<file path="config.mk">
export PLATFORM = sky130hd
export DESIGN_NAME = mygo_word_to_byte_stage
export DESIGN_NICKNAME = d
export VERILOG_FILES = /design/src/rtl/mygo_word_to_byte_stage.sv
export SDC_FILE = /design/constraint.sdc
export NUM_CORES = 1
export LEC_CHECK = 0
export ABC_AREA = 1
export CORE_MARGIN = 2
export CORE_UTILIZATION = 49
export DETAILED_ROUTE_END_ITERATION = 8
export GPL_TIMING_DRIVEN = 1
export PLACE_DENSITY = 0.78
export SLEW_MARGIN = 5
export SYNTH_ARGS = -nofsm -noshare
export SYNTH_HDL_FRONTEND = slang
export SYNTH_SLANG_ARGS = --single-unit
</file>
<file path="constraint.sdc">
create_clock -name clk -period 2.1 [get_ports clk]
set_input_delay 0.525 -clock clk [delete_from_list [all_inputs] [get_ports clk]]
set_output_delay 0.525 -clock clk [all_outputs]
set_load 0.03 [all_outputs]
</file>
<file path="src/rtl/mygo_word_to_byte_stage.sv">
// mygo_word_to_byte_stage
//
// Takes 32-bit words from the upstream word channel and emits each one as
// BYTES_PER_WORD bytes on the downstream byte channel. After NUM_WORDS words
// have been emitted completely, it posts one completion token on the done
// channel. Once that token is taken, the stage halts until reset.
//
// Handshake (all three channels): a transfer happens on a rising clk edge
// where valid && ready are both high. A producer keeps valid and data stable
// until that transfer completes. in_ready, out_valid and done_valid are
// decoded from the registered state only. No input reaches them
// combinationally.
//
// Ports:
//   clk         sole clock, rising edge
//   rst         synchronous reset, active low (0 = reset)
//   in_data     upstream word
//   in_valid    upstream word valid
//   in_ready    stage accepts a word (IDLE only)
//   out_data    current byte (0 when no byte is offered)
//   out_valid   byte valid (SHIFT only)
//   out_ready   downstream accepts the byte
//   done_data   completion token value, 1 whenever done_valid is high
//   done_valid  completion token valid (DONE only)
//   done_ready  completion token accepted
//   busy        high in SHIFT or DONE
//   word_count  number of words fully emitted since reset
//   state_dbg   raw FSM state: 0 IDLE, 1 SHIFT, 2 DONE, 3 HALT
//
// WORD_W must equal BYTE_W * BYTES_PER_WORD. NUM_WORDS ranges from 0 to 65535.
module mygo_word_to_byte_stage #(
  parameter int WORD_W         = 32,
  parameter int BYTE_W         = 8,
  parameter int BYTES_PER_WORD = 4,
  parameter int NUM_WORDS      = 4,
  parameter int MSB_FIRST      = 1
) (
  input  logic              clk,
  input  logic              rst,
  input  logic [WORD_W-1:0] in_data,
  input  logic              in_valid,
  output logic              in_ready,
  output logic [BYTE_W-1:0] out_data,
  output logic              out_valid,
  input  logic              out_ready,
  output logic              done_data,
  output logic              done_valid,
  input  logic              done_ready,
  output logic              busy,
  output logic [15:0]       word_count,
  output logic [1:0]        state_dbg
);

  localparam int IDX_W = (BYTES_PER_WORD > 1) ? $clog2(BYTES_PER_WORD) : 1;
  localparam logic [IDX_W-1:0] LAST_IDX   = IDX_W'(BYTES_PER_WORD - 1);
  localparam logic [15:0]      WORDS_GOAL = 16'(NUM_WORDS);

  localparam logic [1:0] S_IDLE  = 2'd0;
  localparam logic [1:0] S_SHIFT = 2'd1;
  localparam logic [1:0] S_DONE  = 2'd2;
  localparam logic [1:0] S_HALT  = 2'd3;

  // With a zero-word job there is nothing to serialise. Reset goes straight
  // to DONE and the token is offered in the first cycle after reset release.
  localparam logic [1:0] S_RESET = (NUM_WORDS == 0) ? S_DONE : S_IDLE;

  logic [1:0]        state;
  logic [WORD_W-1:0] shift_reg;
  logic [IDX_W-1:0]  byte_idx;
  logic [15:0]       word_count_next;

  assign word_count_next = word_count + 16'd1;

  always_ff @(posedge clk) begin
    if (!rst) begin
      // A partially emitted word is dropped here. No further bytes of it
      // are offered.
      state      <= S_RESET;
      shift_reg  <= '0;
      byte_idx   <= '0;
      word_count <= '0;
    end else begin
      case (state)
        S_IDLE: begin
          if (in_valid) begin
            shift_reg <= in_data;
            byte_idx  <= '0;
            state     <= S_SHIFT;
          end
        end
        S_SHIFT: begin
          if (out_ready) begin
            // The emit end is always the byte presented on out_data. Shift
            // the next byte toward it and zero-fill the far end.
            if (MSB_FIRST != 0) begin
              shift_reg <= shift_reg << BYTE_W;
            end else begin
              shift_reg <= shift_reg >> BYTE_W;
            end
            byte_idx <= byte_idx + 1'b1;
            if (byte_idx == LAST_IDX) begin
              byte_idx   <= '0;
              word_count <= word_count_next;
              // Leaving for DONE exactly at the goal keeps word_count from
              // wrapping. Returning to IDLE otherwise gives the mandatory
              // one-cycle bubble between words.
              state      <= (word_count_next == WORDS_GOAL) ? S_DONE : S_IDLE;
            end
          end
        end
        S_DONE: begin
          if (done_ready) begin
            state <= S_HALT;
          end
        end
        default: begin
          // HALT: no exit except reset, and word_count stays frozen.
          state <= S_HALT;
        end
      endcase
    end
  end

  always_comb begin
    out_data = '0;
    if (state == S_SHIFT) begin
      if (MSB_FIRST != 0) begin
        out_data = shift_reg[WORD_W-1 -: BYTE_W];
      end else begin
        out_data = shift_reg[BYTE_W-1:0];
      end
    end
  end

  assign in_ready   = (state == S_IDLE);
  assign out_valid  = (state == S_SHIFT);
  assign done_valid = (state == S_DONE);
  assign done_data  = (state == S_DONE);
  assign busy       = (state == S_SHIFT) || (state == S_DONE);
  assign state_dbg  = state;

endmodule
</file>
==> impl_metrics.toml <==
[run_status]
outcome = "finished, final reports clean"

[synthesis]
async_flop_share_pct = 0
synth-edff-count = 0
synth.area.top_cells = "dfxtp_1 (39%), nand2_1 (15%), o21ai_0 (6.1%), a31oi_1 (5.7%), inv_1 (5.5%)"
netlist_top_cells_count = "nand2_1 (106), dfxtp_1 (52), inv_1 (39)"
synth_warnings = 0
ys_seq_elements = 52
seq_area_frac_synth_pct = 39.4
syn_avg_cell_area_um2 = 7.03
syn_inst = 376
synth_area_um2 = 2650
synth_cell_types = 32
synth-main-ff-cell = "dfxtp_1"
synth_top_area_share_pct = 39.4
yosysMostFrequentCell = "nand2_1"
yosys.area.top_type = "dfxtp_1"
syn_nets = 420

[route]
vias_per_cell = 5.19
wl_per_cell_um = 12.5
wl_mm = 6.33
antenna_left = 0
drcViolationCount = 0
dr.pass1.iters = 5
vias = 2634
drtIter0Drc = 185

[floorplanning]
initial_utilization_pct = 51.1
dieArea_um2 = 6000
coreArea_um2 = 5170
row_count = 26
die_x_um = 77.5
die_height_um = 77.5
ios = 68

[pwr]
p_per_area_nw_per_um2 = 1060
leakagePower_nw = 1.47
ir_drop_v = 0.000845

[cells_and_area]
nNetsFinal = 481
fillers = 471
largest_reg_flops = 32
drive_above_1_share_pct = 9.59
area_delta_synth_final_pct = 31.8
n_antenna_cell = 0

[global_routing]
grt_pass1_wl_mm = 10.3
grt_pass1_vias = 2343
grt_max_degree = 55
grt_overflow_total = 0
antenna_found_initial = 0
track_usage_pct = 20.8

[setup_path]
r2r_end = "state_dbg[1]$_SDFFE_PN0P_"
critPathArrivalTime_ns = 1.48
slowest_delay_ns = 0.39
crit_fanout = 4
ff2ff_path_depth = 9
cp.required_ns = 1.57
endpoint_kind = "output pin"
slowest_stage = "dfxtp_1"
timing.rr.start = "word_count[0]$_SDFFE_PN0P_"
r2r_slack_ns = 0.28
path_cells = "inv_1, ha_1, dlygate4sd2_1"
critPathKind = "register to output pin"
startpoint_type = "register"

[placed_design]
gp_congestion = 0.830
dp.final_hpwl_mm = 4.36
place.port_buffers = 67

[sta]
timing.final.crit_share_pct = 95.3
final_max_slew_viol_count = 0
hold_ws_ns = 0.470
grt_setup_unrepaired = "no"
hold_viol = 0
setup_violations = 0
fin_worst_skew_ns = 0.00695
tightest_slew_ns = 0.434
relSlewSlack_pct = 71.0
fin_tns_setup_ns = 0
timing.fmax_mhz = 500
period_needed_ns = 2.00

[hold_path]
hp-class = "register to register"
holdPathStages = 2
hold_path_end = "shift_reg[7]$_SDFFE_PN0P_"
holdCritStartpoint = "shift_reg[7]$_SDFFE_PN0P_"

[clocking]
path_clk_slew_ns = 0.10
clock_path_buffers = 2
cts_sinks = 52
cts_tree = "yes"
hold_buffers = 0
clock_latency_ns = 0.30
post_cts_buffers = 0
htree_levels = 2
cts_root_buf = "clkbuf_8"
cts_buffers = 5

[flow_run]
cap_viol_max_count = 0
## cell usage in the layout (no fill, tap or decap), types with 3 or more instances in the layout
cell type,n
nand2_1,106
clkdlybuf4s50_1,54
dfxtp_1,51
inv_1,39
o21ai_0,32
nand3_1,25
a31oi_1,24
a21oi_1,16
nor2_1,15
buf_4,14
o211ai_1,10
ha_1,6
clkbuf_8,6
nand4_1,5
dlygate4sd2_1,4
nor2_2,3
buf_12,3
## where the power goes
| part | switching, W | total [W] | internal [W] | leakage (nW) |
|---|---|---|---|---|
| clock | 0.000335 | 0.000603 | 0.000267 | 0.0434 |
| combinational | 0.00107 | 0.00172 | 0.000650 | 1.00 |
| sequential | 0.000137 | 0.00137 | 0.00124 | 0.427 |
## logic make-up after synthesis
logic type,synth area share (%)
buffers and inverters,10.7
and+or+nand+nor,26.0
adders and majority gates,3.31
AOI/OAI and AO/OA,19.3
DFF,39.4
xor gates and xnor gates,1.32
## per-stage QoR
stage | instances | power (W) | instance area, µm² | util (%) | worst slack (ns)
CTS | 507 | 0.00363 | 3450 | 66.7 | 0.0307
global placement | 499 | 0.00300 | 3360 | 64.9 | 0.223
floorplan | 376 | 0.00262 | 2650 | - | 0.0981
finish | 508 | 0.00369 | 3490 | 67.4 | 0.0990
global route | 508 | 0.00396 | 3490 | 67.4 | 0.0237
detailed placement | 499 | 0.00306 | 3360 | 64.9 | 0.163
## routing by layer
metal / share of wire [%] / track usage (%) / vias to the layer above
met5: 0 / 0 / -
met4: 0.81 / 5.36 / 0
met3: 4.6 / 4.19 / 4
met2: 48 / 36.2 / 69
met1: 46 / 26.3 / 1191
li1: - / - / 1370
## layout make-up
class / instances / area [µm²] / share of cell area (%)
inverter: 42 / 160 / 4.59
clock inverter: 2 / 15.0 / 0.431
tap: 70 / 87.6 / 2.51
timing repair buffer: 76 / 766 / 22.0
multi-input combinational: 260 / 1330 / 38.2
clock buffer: 6 / 82.6 / 2.37
sequential: 52 / 1040 / 29.9
## timing repair
action,4_1_cts,5_1_grt
hold endpoints to repair,0,0
gates resized for setup,4,1
cloned,0,1
endpoints found under the setup margin,4,8
## worst max path at each step
stage | from | end | slack (ns) | cells past startpoint
after floorplan | state_dbg[1]$_SDFFE_PN0P_ | out_data[0] | 0.1 | 6
after global placement | state_dbg[1]$_SDFFE_PN0P_ | busy | 0.22 | 3
after detailed placement | in_valid | shift_reg[25]$_SDFFE_PN0P_ | 0.16 | 10
after CTS | state_dbg[1]$_SDFFE_PN0P_ | out_data[0] | 0.03 | 6
after global routing | state_dbg[1]$_SDFFE_PN0P_ | busy | 0.02 | 3
final | state_dbg[1]$_SDFFE_PN0P_ | busy | 0.1 | 3
## worst max-delay path, delay by kind of cell, from the launching register on
family | cells | cell delay, ns
adder cells (fa/ha/maj) | 1 | 0.28
buffers and inverters | 2 | 0.51
flip-flops | 1 | 0.39
Note: power is estimated with default switching activity, not from simulation.
